==> src/rtl/sm4_t_unit.sv <==
// SM4 round transform: tau (four S-boxes per word), then L (cipher) or L' (key
// expansion), on LANES independent 32-bit words, through a PIPE-deep elastic pipeline.
module sm4_t_unit #(
    parameter int LANES = 1,
    parameter int PIPE  = 2
) (
    input  logic                clk,
    input  logic                rst_n,
    input  logic                flush,
    input  logic                in_valid,
    output logic                in_ready,
    input  logic                in_mode,
    input  logic [32*LANES-1:0] in_data,
    output logic                out_valid,
    input  logic                out_ready,
    output logic                out_mode,
    output logic [32*LANES-1:0] out_data
);
    localparam int W = 32 * LANES;

    if (LANES < 1 || LANES > 4) begin : g_bad_lanes
        $error("sm4_t_unit: LANES must be in 1..4");
    end
    if (PIPE < 1 || PIPE > 2) begin : g_bad_pipe
        $error("sm4_t_unit: PIPE must be 1 or 2");
    end

    localparam logic [7:0] SBOX [256] = '{
        8'hd6, 8'h90, 8'he9, 8'hfe, 8'hcc, 8'he1, 8'h3d, 8'hb7, 8'h16, 8'hb6, 8'h14, 8'hc2, 8'h28, 8'hfb, 8'h2c, 8'h05,
        8'h2b, 8'h67, 8'h9a, 8'h76, 8'h2a, 8'hbe, 8'h04, 8'hc3, 8'haa, 8'h44, 8'h13, 8'h26, 8'h49, 8'h86, 8'h06, 8'h99,
        8'h9c, 8'h42, 8'h50, 8'hf4, 8'h91, 8'hef, 8'h98, 8'h7a, 8'h33, 8'h54, 8'h0b, 8'h43, 8'hed, 8'hcf, 8'hac, 8'h62,
        8'he4, 8'hb3, 8'h1c, 8'ha9, 8'hc9, 8'h08, 8'he8, 8'h95, 8'h80, 8'hdf, 8'h94, 8'hfa, 8'h75, 8'h8f, 8'h3f, 8'ha6,
        8'h47, 8'h07, 8'ha7, 8'hfc, 8'hf3, 8'h73, 8'h17, 8'hba, 8'h83, 8'h59, 8'h3c, 8'h19, 8'he6, 8'h85, 8'h4f, 8'ha8,
        8'h68, 8'h6b, 8'h81, 8'hb2, 8'h71, 8'h64, 8'hda, 8'h8b, 8'hf8, 8'heb, 8'h0f, 8'h4b, 8'h70, 8'h56, 8'h9d, 8'h35,
        8'h1e, 8'h24, 8'h0e, 8'h5e, 8'h63, 8'h58, 8'hd1, 8'ha2, 8'h25, 8'h22, 8'h7c, 8'h3b, 8'h01, 8'h21, 8'h78, 8'h87,
        8'hd4, 8'h00, 8'h46, 8'h57, 8'h9f, 8'hd3, 8'h27, 8'h52, 8'h4c, 8'h36, 8'h02, 8'he7, 8'ha0, 8'hc4, 8'hc8, 8'h9e,
        8'hea, 8'hbf, 8'h8a, 8'hd2, 8'h40, 8'hc7, 8'h38, 8'hb5, 8'ha3, 8'hf7, 8'hf2, 8'hce, 8'hf9, 8'h61, 8'h15, 8'ha1,
        8'he0, 8'hae, 8'h5d, 8'ha4, 8'h9b, 8'h34, 8'h1a, 8'h55, 8'had, 8'h93, 8'h32, 8'h30, 8'hf5, 8'h8c, 8'hb1, 8'he3,
        8'h1d, 8'hf6, 8'he2, 8'h2e, 8'h82, 8'h66, 8'hca, 8'h60, 8'hc0, 8'h29, 8'h23, 8'hab, 8'h0d, 8'h53, 8'h4e, 8'h6f,
        8'hd5, 8'hdb, 8'h37, 8'h45, 8'hde, 8'hfd, 8'h8e, 8'h2f, 8'h03, 8'hff, 8'h6a, 8'h72, 8'h6d, 8'h6c, 8'h5b, 8'h51,
        8'h8d, 8'h1b, 8'haf, 8'h92, 8'hbb, 8'hdd, 8'hbc, 8'h7f, 8'h11, 8'hd9, 8'h5c, 8'h41, 8'h1f, 8'h10, 8'h5a, 8'hd8,
        8'h0a, 8'hc1, 8'h31, 8'h88, 8'ha5, 8'hcd, 8'h7b, 8'hbd, 8'h2d, 8'h74, 8'hd0, 8'h12, 8'hb8, 8'he5, 8'hb4, 8'hb0,
        8'h89, 8'h69, 8'h97, 8'h4a, 8'h0c, 8'h96, 8'h77, 8'h7e, 8'h65, 8'hb9, 8'hf1, 8'h09, 8'hc5, 8'h6e, 8'hc6, 8'h84,
        8'h18, 8'hf0, 8'h7d, 8'hec, 8'h3a, 8'hdc, 8'h4d, 8'h20, 8'h79, 8'hee, 8'h5f, 8'h3e, 8'hd7, 8'hcb, 8'h39, 8'h48
    };

    function automatic logic [31:0] rol(input logic [31:0] x, input int unsigned n);
        return (x << n) | (x >> (32 - n));
    endfunction

    function automatic logic [W-1:0] tau(input logic [W-1:0] x);
        logic [W-1:0] y;
        y = '0;
        for (int i = 0; i < 4 * LANES; i++) y[8*i +: 8] = SBOX[x[8*i +: 8]];
        return y;
    endfunction

    function automatic logic [W-1:0] lin(input logic [W-1:0] x, input logic mode);
        logic [W-1:0] y;
        logic [31:0]  b;
        y = '0;
        for (int k = 0; k < LANES; k++) begin
            b = x[32*k +: 32];
            y[32*k +: 32] = mode ? (b ^ rol(b, 13) ^ rol(b, 23))
                                 : (b ^ rol(b, 2) ^ rol(b, 10) ^ rol(b, 18) ^ rol(b, 24));
        end
        return y;
    endfunction

    logic [W-1:0] tau_data;
    assign tau_data = tau(in_data);

    // Handshake: a beat moves across a boundary on a rising edge where valid && ready;
    // a stage accepts when empty or when it hands its own beat on in the same cycle.
    if (PIPE == 1) begin : g_pipe1
        logic         v0, m0, load0, drain0;
        logic [W-1:0] d0;

        assign drain0   = v0 && out_ready;
        assign in_ready = !v0 || drain0;
        assign load0    = in_valid && in_ready;

        always_ff @(posedge clk or negedge rst_n) begin
            if (!rst_n) begin
                v0 <= 1'b0;
                m0 <= 1'b0;
                d0 <= '0;
            end else begin
                if (flush)       v0 <= 1'b0;
                else if (load0)  v0 <= 1'b1;
                else if (drain0) v0 <= 1'b0;
                if (load0 && !flush) begin
                    d0 <= lin(tau_data, in_mode);
                    m0 <= in_mode;
                end
            end
        end

        assign out_valid = v0;
        assign out_mode  = m0;
        assign out_data  = d0;
    end else begin : g_pipe2
        logic         v0, v1, m0, m1, load0, load1, drain1;
        logic [W-1:0] d0, d1;

        assign drain1   = v1 && out_ready;
        assign load1    = v0 && (!v1 || drain1);
        // stage 0 drains exactly when stage 1 takes its beat
        assign in_ready = !v0 || load1;
        assign load0    = in_valid && in_ready;

        always_ff @(posedge clk or negedge rst_n) begin
            if (!rst_n) begin
                v0 <= 1'b0;
                v1 <= 1'b0;
                m0 <= 1'b0;
                m1 <= 1'b0;
                d0 <= '0;
                d1 <= '0;
            end else begin
                if (flush) begin
                    v0 <= 1'b0;
                    v1 <= 1'b0;
                end else begin
                    if (load0)      v0 <= 1'b1;
                    else if (load1) v0 <= 1'b0;
                    if (load1)       v1 <= 1'b1;
                    else if (drain1) v1 <= 1'b0;
                end
                if (load0 && !flush) begin
                    d0 <= tau_data;
                    m0 <= in_mode;
                end
                if (load1 && !flush) begin
                    d1 <= lin(d0, m0);
                    m1 <= m0;
                end
            end
        end

        assign out_valid = v1;
        assign out_mode  = m1;
        assign out_data  = d1;
    end
endmodule

==> config.mk <==
export PLATFORM = sky130hd
export DESIGN_NAME = sm4_t_unit
export DESIGN_NICKNAME = d
export VERILOG_FILES = /design/src/rtl/sm4_t_unit.sv
export SDC_FILE = /design/constraint.sdc
export NUM_CORES = 1
export LEC_CHECK = 0
export BUFFER_PORTS_ARGS = -buffer_cell sky130_fd_sc_hd__clkbuf_2
export CORE_UTILIZATION = 35
export CTS_CLUSTER_SIZE = 12
export DETAILED_ROUTE_END_ITERATION = 10
export PLACE_DENSITY = 0.48
export SLEW_MARGIN = 30
export SYNTH_ARGS = -nofsm -noshare
export SYNTH_HDL_FRONTEND = slang
export SYNTH_SLANG_ARGS = --single-unit
==> constraint.sdc <==
create_clock -name clk -period 2.3 [get_ports clk]
set_input_delay 0.46 -clock clk [delete_from_list [all_inputs] [get_ports clk]]
set_output_delay 0.46 -clock clk [all_outputs]
set_load 0.01 [all_outputs]
==> results by group <==
Run status
  – Status: completed

Clock tree
  – CTS buffer count: 9
  – Maximum clock path buffer count: 2
  – CTS Sinks: 68
  – Post-cts hold buffer count: 0
  – Worst-path clk slew: roughly 0.080 ns
  – CTS tree: built
  – Clk Latency, worst-skew pair: ~0.38 ns
  – # H-tree levels: 3
  – Clock root buffer: clkbuf_16

Timing
  – Worst Max-Slew Pin Slew: ~0.85 ns
  – Setup TNS: 0 ns
  – Slew HR: 0.428
  – Worst Clk Skew: between 0.02 and 0.025 ns
  – Setup Viol. Count Final: 0
  – Slew Viols, Final: 0
  – Tcrit/Tclk final: 1.00
  – Hold slack: between 0.015 and 0.02 ns
  – Hold Vio Cnt, Final: 0
  – Unrepaired setup endpoints after global routing: yes
  – Min Tclk post-route: 2.30 ns
  – Peak Freq: around 0.43 GHz

Route
  – Drt wl/cell: approximately 26 um
  – Iteration-0 DRC Markers: 3129
  – Post-route ant nets: 0
  – Drt drc: 0
  – Drt first pass iters: 6
  – Vias: 24.5k
  – WL final: around 100 mm
  – Vias per Instance: 6.44

Placement
  – DP HPWL: around 77 mm
  – Routability-driven placement congestion ratio: around 1.1
  – Port bufs: 72
  – Post-DP Area: around 24000 um2

Setup path
  – WP data required: roughly 2.6 ns
  – Reg-to-Reg End: g_pipe2.d0[23]
  – Arrival @ worst endpoint: 2.56 ns
  – CP Capture Point: g_pipe2.d0[27]
  – Critical Path Source Type: primary input
  – R2r startpoint: out_valid
  – Critical path fanouts, max: 13
  – R2R Setup Slk: about 0.23 ns
  – CP Class: in2reg
  – Worst Reg-to-Reg Cells: 7
  – Critical Path Sink Type: flop
  – CP startpoint: in_data[25]

Global route
  – Vias in the first global route: roughly 23k
  – GR Util All Layers: 0.389
  – GR Overflow Total: 0
  – Largest net degree at the start of global routing: 65
  – Global-route wire length before repair: 149 mm
  – Initial antenna violation count: 1

Layout
  – Area Overhead vs Synth: 42.5%
  – Final core occ: 0.504
  – Share of cells above drive strength 1: 0.342
  – FILL cells: approximately 5.0k
  – Final instance area: approximately 25000 um2
  – Commonest non-fill, non-tap cells in the layout: 768 x buf_4, 269 x nand2_1, 204 x o21ai_0, 193 x a21oi_1, 170 x nor2_1
  – Commonest non-fill, non-tap cell in the layout: buf_4
  – Nets: around 3.2k
  – Antenna cells: 0

Synth
  – #FFs+latches synth: between 60 and 70
  – Synth Area per Inst: around 6.7 um2
  – Ys async rst share: 1.00
  – Post-synthesis sequential area ratio: 0.0984
  – Library cells used by synthesis: 79
  – Area of the mapped netlist: ~17000 um2
  – Post-synthesis cell count: approximately 2.6k
  – Main synth FF type: dfrtp_1
  – EDFF count, synth: 0
  – Synthesized net count: between 2k and 3k
  – Ys Warns: 0

Worst hold path
  – Worst Hold Class: in2async

Power and ir drop
  – Leakage power: roughly 10 nW
  – PD cells: 458 nW/um2
  – Overall power: 11.3 mW
  – Worst vdd ir: roughly 0.34 mV

Die
  – Die Width: about 220 um
  – FP Rows: 81
  – Full die area: 50300 um2
  – Die height: 224 um
  – Ports: 73
  – Core footprint: approximately 50000 um2
  – Initial core utilization: 0.354

Run
  – Max cap viols: 0
==> critical path, stage by stage <==
cell and delay [ns]:
clkbuf_2 0.17, buf_4 0.24, ha_1 0.19, buf_4 0.21
nor2b_1 0.23, o21ai_0 0.13, a311oi_1 0.60, o32a_1 0.26
o31ai_1 0.07
==> flip-flops by register name (all words and copies together), names as in the netlist <==
signal,flops
g_pipe2.d0,32
g_pipe2.m0,1
g_pipe2.v0,1
out_data,32
out_mode,1
out_valid,1
==> logic make-up after synthesis <==
family / Yosys count / share of synthesized area
adder cells (fa/ha/maj): 52 / 0.0376
XOR/XNOR: 139 / 0.0704
buffers and inverters: 375 / 0.0921
AND/OR/NAND/NOR: 921 / 0.261
flip-flops: 68 / 0.0984
AO/OA/AOI/OAI: 942 / 0.372
multiplexers: 77 / 0.0688
==> metrics by stage <==
stage	worst slack (ns)	std cells
5_1_grt	-0.104	3804
3_3_place_gp	-0.632	3787
2_1_floorplan	-0.251	2574
4_1_cts	-0.0495	3803
6_report	0.000386	3804
3_5_place_dp	-0.701	3787
==> power by group <==
part	switching, mW	total (mW)	internal [mW]	leakage, nW
combinational	4.25	7.57	3.32	9.45
clock	0.627	1.61	0.984	0.156
sequential	0.507	2.10	1.59	0.823
==> layer usage <==
| layer | up-vias | wire [um] | track usage |
|---|---|---|---|
| met5 | - | 19 | 0 |
| met4 | 2 | 5540 | 0.190 |
| met3 | 373 | 10500 | 0.0726 |
| met2 | 1765 | 43600 | 0.601 |
| met1 | 11600 | 40300 | 0.517 |
| li1 | 10700 | - | - |
==> what timing repair did <==
action                                  4_1_cts  5_1_grt
gates resized for setup                      27       69
pin swaps                                     3       14
buffers inserted                              0        2
endpoints found under the setup margin       14       28
==> cells in the mapped netlist, types with 31 or more instances <==
cell / n / area, um2
inv_1: 34 / 128
a2111oi_0: 31 / 272
ha_1: 52 / 651
o211ai_1: 48 / 360
a31oi_1: 51 / 319
a311oi_1: 65 / 569
nor2_1: 177 / 664
mux4_2: 32 / 721
xnor2_1: 89 / 780
a211oi_1: 54 / 405
buf_2: 105 / 526
xor2_1: 50 / 438
clkbuf_1: 186 / 698
a21oi_1: 198 / 991
nand2b_1: 89 / 557
nand2_1: 272 / 1020
nand3_1: 101 / 505
nor2b_1: 72 / 450
o21ai_0: 212 / 1060
dfrtp_1: 68 / 1700
nor3_1: 67 / 335
==> layout make-up <==
class	instances	area, um2	area share
repair buffers	879	7000	0.284
well taps	664	831	0.0337
clock buffers	11	243	0.00985
multi-input cells	2131	14500	0.590
inverters	46	238	0.00965
clock inverters	5	85.1	0.00345
flip-flops and latches	68	1700	0.0691
==> worst min path at each step <==
stage                      to  cells after the start  start
3_3_place_gp   g_pipe2.d0[12]                      1  rst_n
3_5_place_dp   g_pipe2.d0[12]                      1  rst_n
6_report       g_pipe2.d0[30]                      1  rst_n
5_1_grt          out_data[22]                      1  rst_n
2_1_floorplan   g_pipe2.d0[0]                      0  rst_n
4_1_cts        g_pipe2.d0[31]                      1  rst_n
Power figures use the tool's default switching activity.
